File: src/rtl/chan2push_pkg.sv
// Shared constants for the chan2push channel-to-FIFO-push adapter.
// Holds the skid buffer depth and the written-word counter width so that
// the top module and any future users of this block agree on them.
package chan2push_pkg;

  // Number of entries in the internal skid buffer.
  localparam int unsigned DEPTH    = 2;
  // Pointer width for a DEPTH-entry ring (1 bit: wraps 1 -> 0).
  localparam int unsigned PTR_W    = 1;
  // Occupancy counter width; must hold 0..DEPTH.
  localparam int unsigned OCC_W    = 2;
  // Width of the optional written-word counter.
  localparam int unsigned OCOUNT_W = 16;

endpackage

File: src/rtl/chan2push.sv
// chan2push: converts a valid/ready channel into FIFO push (write-enable)
// signalling through a 2-entry in-order skid buffer.
// Optional feature: define CHAN2PUSH_COUNT_EN to add the registered 16-bit
// written-word counter output ocount (wraps 16'hFFFF -> 16'h0000).
// iready is registered: it is computed from next-cycle occupancy, so any
// word accepted while iready is high always has a free entry.
module chan2push
  import chan2push_pkg::*;
#(
  parameter int WIDTH = 8
) (
  input  logic             clock,
  input  logic             resetn,
  input  logic [WIDTH-1:0] idata,
  input  logic             ivalid,
  output logic             iready,
  output logic [WIDTH-1:0] odata,
  output logic             owren,
  input  logic             ofull
`ifdef CHAN2PUSH_COUNT_EN
  ,
  output logic [OCOUNT_W-1:0] ocount
`endif
);

  logic [WIDTH-1:0] mem_q [DEPTH];
  logic [PTR_W-1:0] head_q, head_d;
  logic [PTR_W-1:0] tail_q, tail_d;
  logic [OCC_W-1:0] count_q, count_d;
  logic             iready_q, iready_d;
  logic             in_xfer;
  logic             out_xfer;

  // Transfer qualifiers and the push-side outputs (the only combinational paths).
  always_comb begin
    in_xfer  = ivalid && iready_q;
    owren    = (count_q != '0) && !ofull;
    out_xfer = owren;
    odata    = mem_q[head_q];
    iready   = iready_q;
  end

  // Next-state for pointers, occupancy and the registered ready.
  always_comb begin
    head_d   = head_q;
    tail_d   = tail_q;
    count_d  = count_q;
    if (in_xfer) begin
      tail_d = tail_q + PTR_W'(1);
    end
    if (out_xfer) begin
      head_d = head_q + PTR_W'(1);
    end
    if (in_xfer && !out_xfer) begin
      count_d = count_q + OCC_W'(1);
    end else if (!in_xfer && out_xfer) begin
      count_d = count_q - OCC_W'(1);
    end
    iready_d = (count_d <= OCC_W'(1));
  end

  // Control state register; reset empties the buffer and opens the channel.
  always_ff @(posedge clock or negedge resetn) begin
    if (!resetn) begin
      head_q   <= '0;
      tail_q   <= '0;
      count_q  <= '0;
      iready_q <= 1'b1;
    end else begin
      head_q   <= head_d;
      tail_q   <= tail_d;
      count_q  <= count_d;
      iready_q <= iready_d;
    end
  end

  // Buffer storage: only the tail entry is written, contents are not reset.
  always_ff @(posedge clock) begin
    if (in_xfer) begin
      mem_q[tail_q] <= idata;
    end
  end

`ifdef CHAN2PUSH_COUNT_EN
  logic [OCOUNT_W-1:0] ocount_q;

  // Written-word counter: one increment per FIFO write, natural wrap.
  always_ff @(posedge clock or negedge resetn) begin
    if (!resetn) begin
      ocount_q <= '0;
    end else if (out_xfer) begin
      ocount_q <= ocount_q + OCOUNT_W'(1);
    end
  end

  assign ocount = ocount_q;
`endif

endmodule

File: config.mk
export PLATFORM = sky130hd
export DESIGN_NAME = chan2push
export DESIGN_NICKNAME = d
export VERILOG_FILES = /design/src/rtl/chan2push_pkg.sv /design/src/rtl/chan2push.sv
export SDC_FILE = /design/constraint.sdc
export NUM_CORES = 1
export LEC_CHECK = 0
export ABC_CLOCK_PERIOD_IN_PS = 1800
export BUFFER_PORTS_ARGS = -buffer_cell sky130_fd_sc_hd__buf_2
export CAP_MARGIN = 20
export CORE_MARGIN = 2
export CORE_UTILIZATION = 50
export DETAILED_ROUTE_END_ITERATION = 16
export PLACE_DENSITY_LB_ADDON = 0.1
export RECOVER_POWER = 100
export SLEW_MARGIN = 20
export SYNTH_ARGS = -nofsm -noshare
export SYNTH_HDL_FRONTEND = slang
export SYNTH_SLANG_ARGS = --single-unit
File: constraint.sdc
create_clock -name clock -period 1.8 [get_ports clock]
set_input_delay 0.45 -clock clock [delete_from_list [all_inputs] [get_ports clock]]
set_output_delay 0.45 -clock clock [all_outputs]
set_load 0.02 [all_outputs]
==> metrics.md <==
| Metric | Value |
|---|---|
| Status | `finished clean` |
| FF+latch area | `608 um^2` |
| Final setup fails | `0` |
| Pwr dens | `1570 nW/um^2` |
| DRC viols | `0` |
| Multi-input gate area | `245 um^2` |
| Slew @ Worst Pin | `0.391 ns` |
| Critical path class | `flip-flop to output pin` |
| Maximum VDD drop | `0.902 mV` |
| P&R area growth vs syn | `23.0%` |
| CP Cell Sequence | `buf_4 > mux2_2 > buf_2` |
| P_leak | `0.441 nW` |
| Crit path time final | `1.74 ns` |
| Power consumption | `1.67 mW` |
| Final WL | `1290 um` |
| Maxcap violations | `0` |
| Hold WC Path Type | `input port to flip-flop` |
| Initial antenna violation count | `0` |
| Number of port buffers | `21` |
| Wirelength per Cell | `12.9 um` |
| Final worst slack | `0.0558 ns` |
| Fmax | `573 MHz` |
| IO Pins | `22` |
| Combinational power share | `0.438` |
| Core area | `1670 um^2` |
| Ys Warns | `0` |
| Max stage delay cell, worst path | `dfrtp_2` |
| Vias | `499` |
| Switch share | `0.347` |
| Gr ovfl total | `0` |
| Max incr delay on CP | `0.38 ns` |
| Final period utilization | `0.969` |
| Clock transition at the registers of the reported paths | `0.11 ns` |
| P_int | `1.09 mW` |
| TritonCTS Sinks | `21` |
| Clk pwr share | `0.132` |
| Dpl ws | `0.140 ns` |
| WP buf/inv | `2` |
| Yosys reg bits | `21` |
| RSZ-0062 raised after global routing | `false` |
| Vias/cell | `4.99` |
| Initial core utilization | `0.518` |
| P_sw | `0.579 mW` |
| Ant diodes | `0` |
| GRT Util Overall | `0.145` |
| Vias in the first global route | `484` |
| CTS Root Cell | `clkbuf_4` |
| Htree depth | `1` |
| Syn Std Cell Area | `865 um^2` |
| Family with the most delay on the worst path | `flip-flops` |
| Drt first pass iters | `4` |
| DP HPWL | `901 um` |
| Max-slew violation count | `0` |
| Seq/Total Area, Yosys | `0.702` |
| Clk buf depth | `2` |
| Iteration-0 DRC Markers | `2` |
| Critical Path End Type | `output pin` |
| Cells after Synth | `53` |
| Post-Synthesis Net Count | `69` |
| Final hold viol count | `0` |
| Post-route ant nets | `0` |
| Die X-Extent | `45.6 um` |
| DIE HEIGHT | `45.6 um` |
| Crit-path max FO | `4` |
| # nets final | `100` |
| Layout cells sized above 1 | `0.434` |
| Setup Skew | `0.00342 ns` |
| CTS buffer count | `3` |
| Slew HR | `0.740` |
| Std cell rows | `15` |
| Placer Congestion | `0.732` |
| Fill cells | `150` |
| CTS tree | `done` |
| Worst skew pair latency | `0.30 ns` |
| First-pass GRT wire length | `1980 um` |
| Unique masters post-synth | `17` |
| Seq pwr share | `0.430` |
| Setup TNS | `0 ns` |
| CP startpoint kind | `flip-flop` |
| Critical path arrival | `1.29 ns` |
| Post-Syn Area per Cell | `16.3 um^2` |
| Die area | `2080 um^2` |
| Pin count of the biggest net entering global routing | `13` |
| Worst path required time | `1.35 ns` |
-- layer usage --
layer	vias up	global-route usage	wire (um)
li1	250	-	-
met1	236	0.162	580
met2	11	0.234	635
met3	2	0.0397	54
met4	0	0.106	17
met5	-	0	0
-- registers in the layout (all words and copies together), names as in the netlist, named ones only --
name and count:
count_q 1, head_q 1, iready 1, mem_q 16, tail_q 1
-- synth_stat cells --
master     n  share of area
nor2_1     4          0.017
a21oi_1    1         0.0058
dfstp_2    1          0.030
xor2_1     1          0.010
a22oi_2    1          0.014
or3b_1     1          0.010
nand2_1    2         0.0087
and3_1     1         0.0072
dfrtp_1    4           0.12
edfxtp_1  16           0.56
ha_1       4          0.058
o31a_1     1          0.010
buf_2      1         0.0058
inv_1      4          0.017
mux2_2     8           0.10
xnor2_1    2          0.020
and2_2     1         0.0087
-- cells by family after synthesis --
kind of cell	after synthesis	synth area share
simple gates	9	0.0521
fa+ha+maj	4	0.0579
buf+inv	5	0.0231
xor+xnor	3	0.0304
compound gates	3	0.0304
mux	8	0.104
flops	21	0.702
-- final timing paths --
kind	startpoint	slack, ns	cells after the start	endpoint
max reg2reg	count_q[0]	0.14	7	flip-flop
min	idata[4]	0.33	1	mem_q[1][4]
min reg2reg	count_q[0]	0.48	1	count_q[0]
max	head_q	0.06	3	odata[4]
max in group asynchronous	resetn	0.99	2	iready
min in group asynchronous	resetn	0.53	2	tail_q
-- worst register-to-register path, cell delays in order, from the launching register on --
cell,delay [ns]
dfrtp_1,0.37
inv_1,0.05
ha_1,0.22
nor2_4,0.15
inv_1,0.08
ha_1,0.23
or3b_1,0.37
a22oi_2,0.12
-- metrics by stage --
stage	hold slack (ns)	util	area [um^2]	instances
3_3_place_gp	0.274	0.601	1000	92
2_1_floorplan	0.154	-	867	53
6_report	0.327	0.637	1060	100
5_1_grt	0.299	0.637	1060	100
4_1_cts	0.307	0.624	1040	97
3_5_place_dp	0.275	0.601	1000	92
-- placed cells by master, fill, tap and decap left out, drive strengths merged --
master       count
a21oi            1
a22oi            1
and2             1
and3             1
buf             13
clkbuf          16
clkinv           1
dfrtp            4
dfstp            1
dlygate4sd3      1
edfxtp          16
ha               4
inv              4
mux2             8
nand2            2
nor2             4
o31a             1
or3b             1
xnor2            2
xor2             1
-- what timing repair did --
item,in CTS,in global routing
setup buffers,0,3
hold buffers,1,0
endpoints found under the hold margin,4,0
endpoints found under the setup margin,8,9
gates resized for setup,1,5
-- power by group through the flow --
stage	logic [mW]	registers [mW]	clock network, mW
after detailed placement	0.632	0.764	0
after floorplan	0.492	0.731	0
after CTS	0.638	0.756	0.238
after global placement	0.632	0.760	0
final	0.730	0.717	0.220
after global routing	0.798	0.730	0.250
-- area by class of cell --
cell class,count,share of cell area
sequential,21,0.572
multi-input combinational,27,0.231
timing repair buffer,27,0.138
clock buffer,3,0.0212
tap,17,0.0200
inverter,4,0.0141
clock inverter,1,0.00471
(Power assumes the default switching activity.)
